`src/rtl/button_event.sv`:
```
// button_event: turns a debounced button level into press/release/click/long/repeat pulses.
module button_event #(
  parameter int LONG_CYCLES   = 50000000,
  parameter int REPEAT_CYCLES = 10000000,
  parameter int REPEAT_EN     = 1,
  parameter int CNT_W         = 27
) (
  input  logic clk,
  input  logic rst_n,
  input  logic signal_i,
  output logic press_p,
  output logic release_p,
  output logic click_p,
  output logic long_p,
  output logic repeat_p,
  output logic held_o
);
  typedef enum logic [1:0] {WAIT_LOW, IDLE, PRESSED, HELD} state_t;
  localparam logic [CNT_W-1:0] LONG_M1 = CNT_W'(LONG_CYCLES - 1);
  localparam logic [CNT_W-1:0] REP_M1  = CNT_W'(REPEAT_CYCLES - 1);
  state_t state_q, state_d;
  logic [CNT_W-1:0] cnt_q, cnt_d;
  logic press_d, release_d, click_d, long_d, repeat_d, held_d;
  logic at_long, at_rep;
  assign at_long = cnt_q == LONG_M1;
  assign at_rep  = (REPEAT_EN != 0) && (cnt_q == REP_M1);
  always_ff @(posedge clk or negedge rst_n) begin
    if (!rst_n) begin
      state_q   <= WAIT_LOW;
      cnt_q     <= '0;
      press_p   <= 1'b0;
      release_p <= 1'b0;
      click_p   <= 1'b0;
      long_p    <= 1'b0;
      repeat_p  <= 1'b0;
      held_o    <= 1'b0;
    end else begin
      state_q   <= state_d;
      cnt_q     <= cnt_d;
      press_p   <= press_d;
      release_p <= release_d;
      click_p   <= click_d;
      long_p    <= long_d;
      repeat_p  <= repeat_d;
      held_o    <= held_d;
    end
  end
  always_comb begin
    state_d = state_q;
    cnt_d   = cnt_q;
    case (state_q)
      WAIT_LOW: state_d = signal_i ? WAIT_LOW : IDLE;
      IDLE: if (signal_i) begin
        state_d = PRESSED;
        cnt_d   = CNT_W'(1);
      end
      PRESSED: begin
        state_d = !signal_i ? IDLE : at_long ? HELD : PRESSED;
        cnt_d   = (!signal_i || at_long) ? '0 : cnt_q + 1'b1;
      end
      HELD: begin
        state_d = signal_i ? HELD : IDLE;
        // Repeat disabled pins the counter at 0; otherwise it reloads at each pulse.
        cnt_d   = (!signal_i || REPEAT_EN == 0 || at_rep) ? '0 : cnt_q + 1'b1;
      end
    endcase
  end
  always_comb begin
    press_d   = state_q == IDLE && signal_i;
    release_d = (state_q == PRESSED || state_q == HELD) && !signal_i;
    click_d   = state_q == PRESSED && !signal_i;
    long_d    = state_q == PRESSED && signal_i && at_long;
    repeat_d  = state_q == HELD && signal_i && at_rep;
    held_d    = state_d == PRESSED || state_d == HELD;
  end
endmodule

```
`config.mk`:
```
export PLATFORM = sky130hd
export DESIGN_NAME = button_event
export DESIGN_NICKNAME = d
export VERILOG_FILES = /design/src/rtl/button_event.sv
export SDC_FILE = /design/constraint.sdc
export NUM_CORES = 1
export LEC_CHECK = 0
export BUFFER_PORTS_ARGS = -buffer_cell sky130_fd_sc_hd__buf_4
export CORE_MARGIN = 3
export CORE_UTILIZATION = 30
export CTS_CLUSTER_DIAMETER = 100
export CTS_CLUSTER_SIZE = 12
export DETAILED_ROUTE_END_ITERATION = 8
export SLEW_MARGIN = 20
export SYNTH_ARGS = -nofsm -noshare
export SYNTH_HDL_FRONTEND = slang
export SYNTH_SLANG_ARGS = --single-unit
```
`constraint.sdc`:
```
create_clock -name clk -period 2.3 [get_ports clk]
set_input_delay 0.23 -clock clk [delete_from_list [all_inputs] [get_ports clk]]
set_output_delay 0.23 -clock clk [all_outputs]
set_load 0.005 [all_outputs]
```
-- Word-level counts from Yosys, hierarchy flattened
Cells that the tools add are included.
- register bits after elaboration: 35
- input port bits: 3
- word-level logic and storage cells: 42
- add/sub/neg operators: 1
- equal/unequal tests: 8
- mux-type cells: 10
- reductions and logical operators: 15
- operators with widths (kind ; count):
    2-to-1 mux 27 bit ; 3
    case mux 27 bit (3 select lines) ; 1
    adder 27 x 1 -> 27 bit (second input constant) ; 1
    equality test 27 x 24 -> 1 bit (second input constant) ; 1
    equality test 27 x 26 -> 1 bit (second input constant) ; 1
    equality test 2 bit (second input constant) ; 4
    case mux 2 bit (4 select lines) ; 1
    logical AND 1 bit ; 7
    2-to-1 mux 2 bit ; 3
    logical OR 1 bit ; 4
    nonzero test 3 bit ; 1
    equality test 2 x 1 -> 1 bit (second input constant) ; 1
    zero test 2 bit ; 1
    2-to-1 mux 1 bit ; 2
    != test 2 bit (second input constant) ; 1
    AND reduction 2 bit ; 1
    zero test 1 bit ; 1

-- Depth between registers and ports, before layout
- depth in word-level cells: 6
- depth in mapped cells: 8
- gate-level depth less buffers: 6

-- Worst setup path after synthesis
OpenSTA, ideal clock, no wires.
- kind: reg2reg
- start point: register cnt_q[0]
- end point: register cnt_q[18]
- setup time: 0.124 ns
- arrival time: 1.653 ns
- slack: 0.523 ns
- cell stages (with the launch flop): 7
- period minus slack after synthesis: 1.777 ns
- path through: dfrtp_1 -> ha_1 -> nand3_1 -> nor4_4 -> nand4_1 -> and3_1 -> a211o_1
- cells in the longest elaborated chain, start to end: 4
- elaborated cells on any way between the ends: 8
- those cells by class: add/sub: 1; eq/ne: 2; mux: 3; reduce/logical: 2
- ends and longest elaborated chain (what ; line ; source):
    from (decl) ; 22 ; logic [CNT_W-1:0] cnt_q, cnt_d;
    from (signal assigned) ; 39 ; cnt_q <= cnt_d;
    parallel branches: the longest is 3 deep, another holds adder 27 x 1 -> 27 bit ; - ;
    case mux 27 bit (3 select lines) (*) ; 51 ; case (state_q)
Every way passes the cells marked *.
A chain may end at the register's enable or synchronous reset.

-- Worst setup path after layout
- start point: register cnt_q[20]
- end point: register cnt_q[26]
The elaborated chain is that of the path after synthesis.

==> flow_metrics.py <==
metrics = {
    "worst_hold_path": {
        "holdPathStages": 2,
        "min_from": "signal_i",
        "holdPathEnd": "release_p",
        "hp-class": "input pin to flop",
    },
    "yosys": {
        "async_reset_ff_frac": 1.000,
        "synth_edf_count": 0,
        "syn_area_um2": 1981,
        "syn_inst": 215,
        "syn_nets": 219,
        "yosysTopAreaCell": "dfrtp_1",
        "yosys_most_used_dff": "dfrtp_1",
        "avgSynthCellArea_um2": 9.212,
        "netlist_top_cells_area": "dfrtp_1, nand3_1, nand2_1",
        "seq_area_frac_synth": 0.4422,
        "synth_top_area_frac": 0.4422,
        "synth-seq-cells": 35,
        "yosys_warnings": 0,
        "synth.distinct_cells": 54,
    },
    "detailed_routing": {
        "ant_nets": 0,
        "dr.first_iter.drc_count": 177,
        "drcViolationCount": 0,
        "viasPerCell": 5.894,
        "first_pass_iters": 4,
        "wl_per_cell_um": 16.30,
        "routed-via-count": 1780,
        "routed_wl_um": 4923,
    },
    "global_route": {
        "grt_util_met3": 0.02838,
        "grt_use_total": 0.1397,
        "antenna_found_initial": 0,
        "grt_max_degree": 36,
        "grt_pass1_wl_um": 8404,
        "grt_pass1_vias": 1671,
        "use_met2": 0.2110,
        "grt-ovfl-total": 0,
        "use_met1": 0.2041,
        "grt-busiest-layer": "met2",
    },
    "clock_tree": {
        "path_clk_slew_ns": 0.08,
        "clk_latency_ns": 0.29,
        "cts_inserted_buffers": 5,
        "htreeDepth": 2,
        "cts_tree": "built",
        "cts_hold_buf": 1,
        "clockRootBuffer": "clkbuf_8",
        "cts_setup_buffers": 0,
        "cts_sinks": 35,
        "postCtsResizedCells": 0,
        "cts_buffer_depth": 2,
    },
    "power_and_ir_drop": {
        "p_total_uw": 1408,
        "p_per_area_nw_per_um2": 623.0,
        "ir_drop_uv": 324.3,
        "power.leakage_uw": 0.0009741,
    },
    "layout": {
        "final_common_cell": "dfrtp_1",
        "utilization": 0.3665,
        "final_cell_count_no_fill": 302,
        "fin_area_um2": 2260,
        "diodes": 0,
        "area_delta_synth_final_pct": 14.09,
        "nets": 230,
        "drive_gt1_frac": 0.1630,
        "n_fill_cell": 643,
        "final_cell_mix": "dfrtp_1, nand2_1, nand3_1, buf_4, nand4_1",
    },
    "setup_path": {
        "worst_setup_path_end_kind": "flop",
        "crit_path_max_incr_delay_ns": 0.49,
        "crit_type": "flop to flop",
        "cp_slowest_cell": "dfrtp_1",
        "crit_chain": "nor4b_1 > nand4_1 > a21o_1 > buf_4 > a31oi_1 > o22ai_1",
        "cp-start-kind": "flop",
        "worstPathArrival_ns": 2.22,
        "path_delay_family": "simple AND/OR/NAND/NOR gates",
        "r2r-start": "cnt_q[20]",
        "crit_required_ns": 2.46,
        "critPathMaxFanout": 11,
        "r2r_slack_ns": 0.24,
        "rr_worst_depth": 6,
        "cp_num_buf_inv": 1,
        "r2r_end": "cnt_q[26]",
    },
    "sta": {
        "slew_headroom": 0.6706,
        "worst_pin_slew_ns": 0.4872,
        "fin_skew_ns": 0.009227,
        "slew_viol_final": 0,
        "fmax_mhz": 486.4,
        "layout_min_cycle_time_ns": 2.056,
        "finalHoldViolCount": 0,
        "period_share": 0.8938,
        "setup_violations": 0,
        "rsz0062_at_grt": "no",
        "fin_tns_setup_ns": 0,
    },
    "placement": {
        "dpl_cell_area_um2": 2117,
        "place.gp.congestion": 0.8072,
        "hpwl_um": 3341,
        "dp.cells": 293,
        "io_buffers": 8,
    },
    "die": {
        "chipWidth_um": 87.26,
        "ioPinCount": 9,
        "die_area_um2": 7613,
        "die_h_um": 87.26,
        "core_area_um2": 6166,
        "initial_utilization": 0.3212,
        "rows": 28,
    },
    "run": {
        "cap_viol_max_count": 0,
    },
    "outcome": {
        "status": "finished clean",
    },
}
==> routing by layer <==
metal | vias up | part of all wire
met5 | - | 0
met4 | 0 | 0.0073
li1 | 837 | -
met2 | 63 | 0.45
met3 | 5 | 0.065
met1 | 875 | 0.48
==> how the worst max path moves through the flow <==
stage	from	endpoint	slack [ns]	cells after the start
2_1_floorplan	cnt_q[0]	cnt_q[18]	0.52	6
3_3_place_gp	cnt_q[0]	cnt_q[22]	0.28	6
3_5_place_dp	cnt_q[0]	cnt_q[22]	0.28	6
4_1_cts	cnt_q[0]	cnt_q[22]	0.26	6
5_1_grt	cnt_q[0]	cnt_q[22]	0.13	6
6_report	cnt_q[20]	cnt_q[26]	0.24	6
==> worst register-to-register path, stage by stage, from the launching register on <==
cell	delay [ns]
dfrtp_1	0.49
nor4b_1	0.46
nand4_1	0.23
a21o_1	0.28
buf_4	0.21
a31oi_1	0.17
o22ai_1	0.09
==> report_power, final <==
group          total [uW]  internal (uW)  switching, uW
clock                 663            433            230
combinational         101           34.4           66.8
sequential            643            629           14.1
total                1410           1100            311
==> cell type report <==
class,count,area [um^2],share of cell area
clock inverter,2,60.06,0.02658
sequential,35,875.8,0.3876
multi-input combinational,163,1005,0.4446
inverter,2,7.507,0.003322
timing repair buffer,19,145.1,0.06423
tap,75,93.84,0.04153
clock buffer,6,72.57,0.03212
==> per-stage QoR <==
stage          setup slack [ns]  hold slack [ns]
4_1_cts                  0.2555           0.1549
6_report                 0.2443           0.1602
3_5_place_dp             0.2763           0.2244
3_3_place_gp             0.2791           0.2257
2_1_floorplan            0.5230         -0.06559
5_1_grt                  0.1314           0.1546
==> logic make-up after synthesis <==
kind of cell    synth area share
buf+inv                  0.05053
simple gates              0.3512
compound gates            0.1447
fa+ha+maj               0.006316
mux                     0.005054
flops                     0.4422
==> Yosys cell counts, drive strengths merged (2+ instances only) <==
| library cell | number |
|---|---|
| and3 | 8 |
| or2 | 2 |
| a31oi | 9 |
| nor4 | 4 |
| a21oi | 4 |
| a41oi | 2 |
| nor3 | 6 |
| and2 | 3 |
| buf | 5 |
| nand4b | 2 |
| o21a | 2 |
| inv | 2 |
| nand4 | 12 |
| dfrtp | 35 |
| nor2 | 8 |
| o21ai | 6 |
| o31a | 2 |
| o311ai | 3 |
| and4 | 3 |
| nor4b | 3 |
| clkbuf | 10 |
| nand2 | 31 |
| nand3 | 28 |
| or3 | 7 |
| a211o | 3 |
==> sequential cells by signal, summed over array words and instances, names as in the netlist <==
name and cells:
held_o 1, repeat_p 1, click_p 1, long_p 1, release_p 1, cnt_q 27, press_p 1, state_q 2
(Power assumes the default switching activity.)
